**src/rtl/y86_exec_ctrl.sv**
```systemverilog
// Y86-64 execute-stage controller.
// Holds the E pipeline register, selects ALU operands and function, owns the
// condition-code register, and evaluates jump/cmov conditions.
//
// state    | meaning
// ---------+-------------------------------------------------------------
// S_RUN    | normal operation, OPq may update CC
// S_FROZEN | a non-AOK status reached writeback; CC held until rst
module y86_exec_ctrl #(
  parameter int         WIDTH    = 64,
  parameter logic [2:0] STAT_AOK = 3'd1
) (
  input  logic             clk,
  input  logic             rst,
  input  logic             E_stall,
  input  logic             E_bubble,
  input  logic [2:0]       D_stat,
  input  logic [3:0]       D_icode,
  input  logic [3:0]       D_ifun,
  input  logic [WIDTH-1:0] D_valA,
  input  logic [WIDTH-1:0] D_valB,
  input  logic [WIDTH-1:0] D_valC,
  input  logic [3:0]       D_dstE,
  input  logic [3:0]       D_dstM,
  input  logic [2:0]       m_stat,
  input  logic [2:0]       W_stat,
  input  logic [WIDTH-1:0] alu_valE,
  input  logic [2:0]       alu_cc,
  output logic [WIDTH-1:0] aluA,
  output logic [WIDTH-1:0] aluB,
  output logic [3:0]       alufun,
  output logic             set_cc,
  output logic [WIDTH-1:0] e_valE,
  output logic [WIDTH-1:0] e_valA,
  output logic [3:0]       e_dstE,
  output logic [3:0]       e_dstM,
  output logic             e_Cnd,
  output logic [3:0]       e_icode,
  output logic [2:0]       e_stat,
  output logic [2:0]       cc_q,
  output logic             frozen
);

  localparam logic [0:0] S_RUN    = 1'b0;
  localparam logic [0:0] S_FROZEN = 1'b1;

  localparam logic [3:0] I_NOP   = 4'h1;
  localparam logic [3:0] I_RRMOV = 4'h2;
  localparam logic [3:0] I_IRMOV = 4'h3;
  localparam logic [3:0] I_RMMOV = 4'h4;
  localparam logic [3:0] I_MRMOV = 4'h5;
  localparam logic [3:0] I_OPQ   = 4'h6;
  localparam logic [3:0] I_JXX   = 4'h7;
  localparam logic [3:0] I_CALL  = 4'h8;
  localparam logic [3:0] I_RET   = 4'h9;
  localparam logic [3:0] I_PUSH  = 4'hA;
  localparam logic [3:0] I_POP   = 4'hB;
  localparam logic [3:0] R_NONE  = 4'hF;

  localparam logic [WIDTH-1:0] C_POS8 = WIDTH'(8);
  localparam logic [WIDTH-1:0] C_NEG8 = {{(WIDTH-4){1'b1}}, 4'b1000};

  logic [2:0]       r_E_stat;
  logic [3:0]       r_E_icode;
  logic [3:0]       r_E_ifun;
  logic [WIDTH-1:0] r_E_valA;
  logic [WIDTH-1:0] r_E_valB;
  logic [WIDTH-1:0] r_E_valC;
  logic [3:0]       r_E_dstE;
  logic [3:0]       r_E_dstM;
  logic [2:0]       r_cc;
  logic [0:0]       r_state;

  logic w_zf, w_sf, w_of, w_lt, w_cond;

  // E pipeline register: reset, then stall (hold), then bubble (nop), then capture
  always_ff @(posedge clk) begin
    if (rst || (!E_stall && E_bubble)) begin
      r_E_stat  <= STAT_AOK;
      r_E_icode <= I_NOP;
      r_E_ifun  <= 4'h0;
      r_E_valA  <= '0;
      r_E_valB  <= '0;
      r_E_valC  <= '0;
      r_E_dstE  <= R_NONE;
      r_E_dstM  <= R_NONE;
    end else if (!E_stall) begin
      r_E_stat  <= D_stat;
      r_E_icode <= D_icode;
      r_E_ifun  <= D_ifun;
      r_E_valA  <= D_valA;
      r_E_valB  <= D_valB;
      r_E_valC  <= D_valC;
      r_E_dstE  <= D_dstE;
      r_E_dstM  <= D_dstM;
    end
  end

  // CC register and freeze FSM; a stalled OPq writes CC only when it leaves E
  always_ff @(posedge clk) begin
    if (rst) begin
      r_cc    <= 3'b100;
      r_state <= S_RUN;
    end else begin
      if (set_cc && !E_stall) r_cc <= alu_cc;
      if (W_stat != STAT_AOK) r_state <= S_FROZEN;
    end
  end

  // Operand/function select and CC write enable
  always_comb begin
    aluA = '0;
    aluB = '0;
    case (r_E_icode)
      I_RRMOV, I_OPQ:          aluA = r_E_valA;
      I_IRMOV, I_RMMOV, I_MRMOV: aluA = r_E_valC;
      I_CALL, I_PUSH:          aluA = C_NEG8;
      I_RET, I_POP:            aluA = C_POS8;
      default:                 aluA = '0;
    endcase
    case (r_E_icode)
      I_RMMOV, I_MRMOV, I_OPQ, I_CALL, I_RET, I_PUSH, I_POP: aluB = r_E_valB;
      default: aluB = '0;
    endcase
    alufun = (r_E_icode == I_OPQ) ? r_E_ifun : 4'h0;
    set_cc = (r_E_icode == I_OPQ) && (r_E_stat == STAT_AOK) &&
             (m_stat == STAT_AOK) && (W_stat == STAT_AOK) && (r_state == S_RUN);
  end

  // Jump/cmov condition from the CC value held before this cycle's update
  always_comb begin
    w_zf   = r_cc[2];
    w_sf   = r_cc[1];
    w_of   = r_cc[0];
    w_lt   = w_sf ^ w_of;
    w_cond = 1'b0;
    case (r_E_ifun)
      4'h0:    w_cond = 1'b1;
      4'h1:    w_cond = w_lt | w_zf;
      4'h2:    w_cond = w_lt;
      4'h3:    w_cond = w_zf;
      4'h4:    w_cond = ~w_zf;
      4'h5:    w_cond = ~w_lt;
      4'h6:    w_cond = ~w_lt & ~w_zf;
      default: w_cond = 1'b0;
    endcase
  end

  assign e_Cnd   = ((r_E_icode == I_RRMOV) || (r_E_icode == I_JXX)) ? w_cond : 1'b0;
  assign e_dstE  = ((r_E_icode == I_RRMOV) && !e_Cnd) ? R_NONE : r_E_dstE;
  assign e_valE  = alu_valE;
  assign e_valA  = r_E_valA;
  assign e_dstM  = r_E_dstM;
  assign e_icode = r_E_icode;
  assign e_stat  = r_E_stat;
  assign cc_q    = r_cc;
  assign frozen  = (r_state == S_FROZEN);

endmodule

```
**config.mk**
```make
export PLATFORM = sky130hd
export DESIGN_NAME = y86_exec_ctrl
export DESIGN_NICKNAME = d
export VERILOG_FILES = /design/src/rtl/y86_exec_ctrl.sv
export SDC_FILE = /design/constraint.sdc
export NUM_CORES = 1
export LEC_CHECK = 0
export BUFFER_PORTS_ARGS = -buffer_cell sky130_fd_sc_hd__buf_2
export CAP_MARGIN = 20
export CORE_AREA = 4 4 217 219
export CTS_BUF_LIST = sky130_fd_sc_hd__clkbuf_8
export DETAILED_ROUTE_END_ITERATION = 6
export DIE_AREA = 0 0 221 223
export GPL_TIMING_DRIVEN = 1
export PLACE_DENSITY_LB_ADDON = 0.12
export SETUP_SLACK_MARGIN = 0.2
export SKIP_LAST_GASP = 1
export SYNTH_ARGS = -nofsm -noshare
export SYNTH_HDL_FRONTEND = slang
export SYNTH_SLANG_ARGS = --single-unit
```
**constraint.sdc**
```tcl
create_clock -name clk -period 3 [get_ports clk]
set_input_delay 0.45 -clock clk [delete_from_list [all_inputs] [get_ports clk]]
set_output_delay 0.45 -clock clk [all_outputs]
set_load 0.01 [all_outputs]
```
==> metrics <==
core area 0.0451 mm^2; crit path cell chain nand2_1, nor2_1, a21oi_1, nor2_4, buf_12, a221o_1, buf_2; post-synthesis compound-gate area fraction 0.0777; startpoint types register; DR WL/cell around 19 um; Slew HR 0.336; GRT Overall Usage 0.144; simple-gate share of the synthesized area 0.147; fill cell count 4988; WL final around 37 mm; total gr overflow 0; Fmax achieved 0.380 GHz; Die Area between 0.04 and 0.05 mm^2; yosys warns 0; final hold vios 0; Worst setup EP type primary output; starting density of the core 0.208; Worst Reg-to-Reg Cells 5; fin. max-slew vios 0; Post-Syn Area 0.00938 mm^2; Distinct cells, synth 32; Syn Inst Count 957; Pleak 6.48 nW; Clk Tree Root Cell clkbuf_8; Critical Path Sink aluA[22]; Power, Total 0.00687 W; Hold Path Class primary input to register; CP max stage cell dfxtp_1; DR DRC count 0; CP max FO 53; clk slew on worst S/H paths 0.06 ns; initial antenna violation count 7; Tightest Pin Transition between 0.9 and 1 ns; Final nets between 1500 and 2000; DR vias/cell roughly 4.3; first-pass GRT wire length 54.9 mm; Setup-failing EPs final 0; Pre-antenna DRT Iters 5; peak supply drop 266 uV; period utilization 0.877; syn avg cell area between 9 and 10 um^2; asr flop ratio synth 0; Synth Area in Adders 0; multiplexer share of the synthesized area 0.227; fin area 0.0127 mm^2; worst path required time 2.55 ns; vias in the first global route 8518; Routed Antenna Nets 0; Clock Latency Late Sink 0.56 ns; clk_skew 0.00894 ns; Yosys top cell area share 0.459; Post-Synth XOR/XNOR Area 0.00187; vias 8339; Worst path max stage delay around 0.40 ns; net count after synthesis 1245; status finished, final reports clean; hold path depth 3; Worst Setup SP e_icode[0]$_SDFFE_PP1N_; EDFF count, synth 0; height of the die 223 um; # hold bufs at CTS 0; largest net degree at the start of global routing 113; DP HPWL between 20 and 30 mm; H-tree depth 2; Area growth syn-to-layout 35.1%; Row Count 78; shortest period the worst path allows 2.63 ns; Clock Path Buffers 3; worst reg2reg setup slack ~1.2 ns; CTS tree done; top_reg_cell synth dfxtp_1; chip width about 220 um; reg2reg start e_stat[1]$_SDFFE_PP0N_; Max Cap Violations 0; layout cells sized above 1 0.395; DP Worst Slack around 0.63 ns; Critical Path AT roughly 2.2 ns; I/O pin count 569; WS Path Type register to primary output; Num CTS Buffers 43; CP top delay family compound AO/OA/AOI/OAI gates; Pwr Density approximately 540 mW/mm^2; unrepaired setup endpoints after global routing false; largest area contributor in the netlist dfxtp_1; CP bufs+invs 2; placer congestion estimate 0.746; top cells by area, synth dfxtp_1, mux2i_1, nor2_1, a221o_1, buf_4; final setup TNS 0 ns; synthesized flop and latch total 215; CP Depth 7; placed cell area 0.0118 mm^2; sequential fraction of the synthesis area 0.459; Clock Sink Count 215; Port Buf Inserts 440; DRT iter0 DRCs 412; final worst slack 0.369 ns; reg2reg end cc_q[2]$_SDFFE_PP1P_; largest family of logic cells by synthesized area multiplexers
layer usage:
layer	vias up	track usage	wire length, um
met1	3923	0.165	14700
met5	-	0.00293	41
met4	6	0.0711	1590
met3	104	0.0564	3340
met2	349	0.233	17400
li1	3957	-	-
cell usage after synthesis (2+ instances only):
| library cell | number |
|---|---|
| and2_1 | 64 |
| a22o_1 | 3 |
| clkbuf_1 | 46 |
| o31ai_1 | 2 |
| nor2_1 | 207 |
| a21oi_1 | 4 |
| buf_4 | 64 |
| a221o_1 | 60 |
| and3_1 | 4 |
| inv_1 | 6 |
| buf_2 | 28 |
| xor2_1 | 2 |
| nand4_1 | 2 |
| nand2b_1 | 4 |
| a31oi_1 | 2 |
| dfxtp_1 | 215 |
| o21ai_0 | 3 |
| mux2i_1 | 213 |
| nand2_1 | 15 |
power breakdown:
| part | internal, W | switching, W | leakage [nW] |
|---|---|---|---|
| Combinational | 0.000397 | 0.000439 | 4.24 |
| Clock | 0.00161 | 0.00131 | 0.477 |
| Sequential | 0.00300 | 0.000113 | 1.77 |
| Total | 0.00501 | 0.00186 | 6.48 |
final cells by class:
class	instances	area [um^2]	share of cell area
repair buffers	455	2420	0.191
clock inverters	19	81.3	0.00642
multi-input cells	598	4330	0.342
clock buffers	54	743	0.0587
flip-flops and latches	215	4310	0.340
diodes	4	10.0	0.000790
well taps	600	751	0.0593
inverters	6	22.5	0.00178
state kept, by name, indices dropped and copies added, names as in the netlist:
signal and flops:
cc_q 3, r_E_valB 64, e_valA 64, e_icode 4, r_E_ifun 4, r_E_valC 64, frozen 1, e_dstM 4
r_E_dstE 4, e_stat 3
repair_timing:
item                       CTS  global route
pin swaps                    1             1
buffers inserted             1             0
resized for setup            8             4
setup endpoints to repair  128            57
hold endpoints to repair     0             0
worst min-delay path by stage:
stage | to | from
3_5_place_dp | r_E_dstE[2]$_SDFFE_PP1N_ | r_E_dstE[2]$_SDFFE_PP1N_
5_1_grt | e_icode[0]$_SDFFE_PP1N_ | D_icode[0]
2_1_floorplan | r_E_dstE[0]$_SDFFE_PP1N_ | r_E_dstE[0]$_SDFFE_PP1N_
3_3_place_gp | r_E_dstE[2]$_SDFFE_PP1N_ | r_E_dstE[2]$_SDFFE_PP1N_
4_1_cts | e_icode[0]$_SDFFE_PP1N_ | D_icode[0]
6_report | e_dstM[0]$_SDFFE_PP1N_ | D_dstM[0]
metrics by stage:
step	instances	hold slack (ns)	utilization
after CTS	1947	0.0134	0.280
after global placement	1873	0.450	0.261
after detailed placement	1873	0.451	0.261
final	1951	0.101	0.281
after global routing	1951	0.0513	0.281
after floorplan	957	0.436	-
worst reg2reg max path, stage by stage, from the launching register on:
cell     delay, ns
dfxtp_1       0.32
or4b_4        0.58
nor3b_2       0.19
and4_4        0.27
and2_4        0.16
mux2i_1       0.17
layout by cell type, fill, tap and decap left out, types with 2 or more instances in the layout:
| cell type | instances |
|---|---|
| buf_2 | 439 |
| xor2_1 | 2 |
| dfxtp_2 | 3 |
| nor2_1 | 206 |
| a31oi_1 | 2 |
| and3_1 | 4 |
| inv_1 | 18 |
| a221o_1 | 60 |
| dfxtp_1 | 212 |
| clkinv_2 | 5 |
| nand2b_1 | 4 |
| o21ai_0 | 3 |
| clkbuf_8 | 54 |
| a21oi_1 | 4 |
| buf_12 | 8 |
| nand2_1 | 15 |
| nand4_1 | 2 |
| mux2i_1 | 212 |
| diode_2 | 4 |
| a22o_1 | 3 |
| buf_4 | 7 |
| and2_1 | 64 |
| nor3b_2 | 2 |
kinds of logic after synthesis:
group                     count (synthesis)
and+or+nand+nor                         305
muxes                                   213
AOI/OAI and AO/OA                        78
buffers and inverters                   144
xor gates and xnor gates                  2
DFF                                     215
Note: power is estimated with default switching activity, not from simulation.
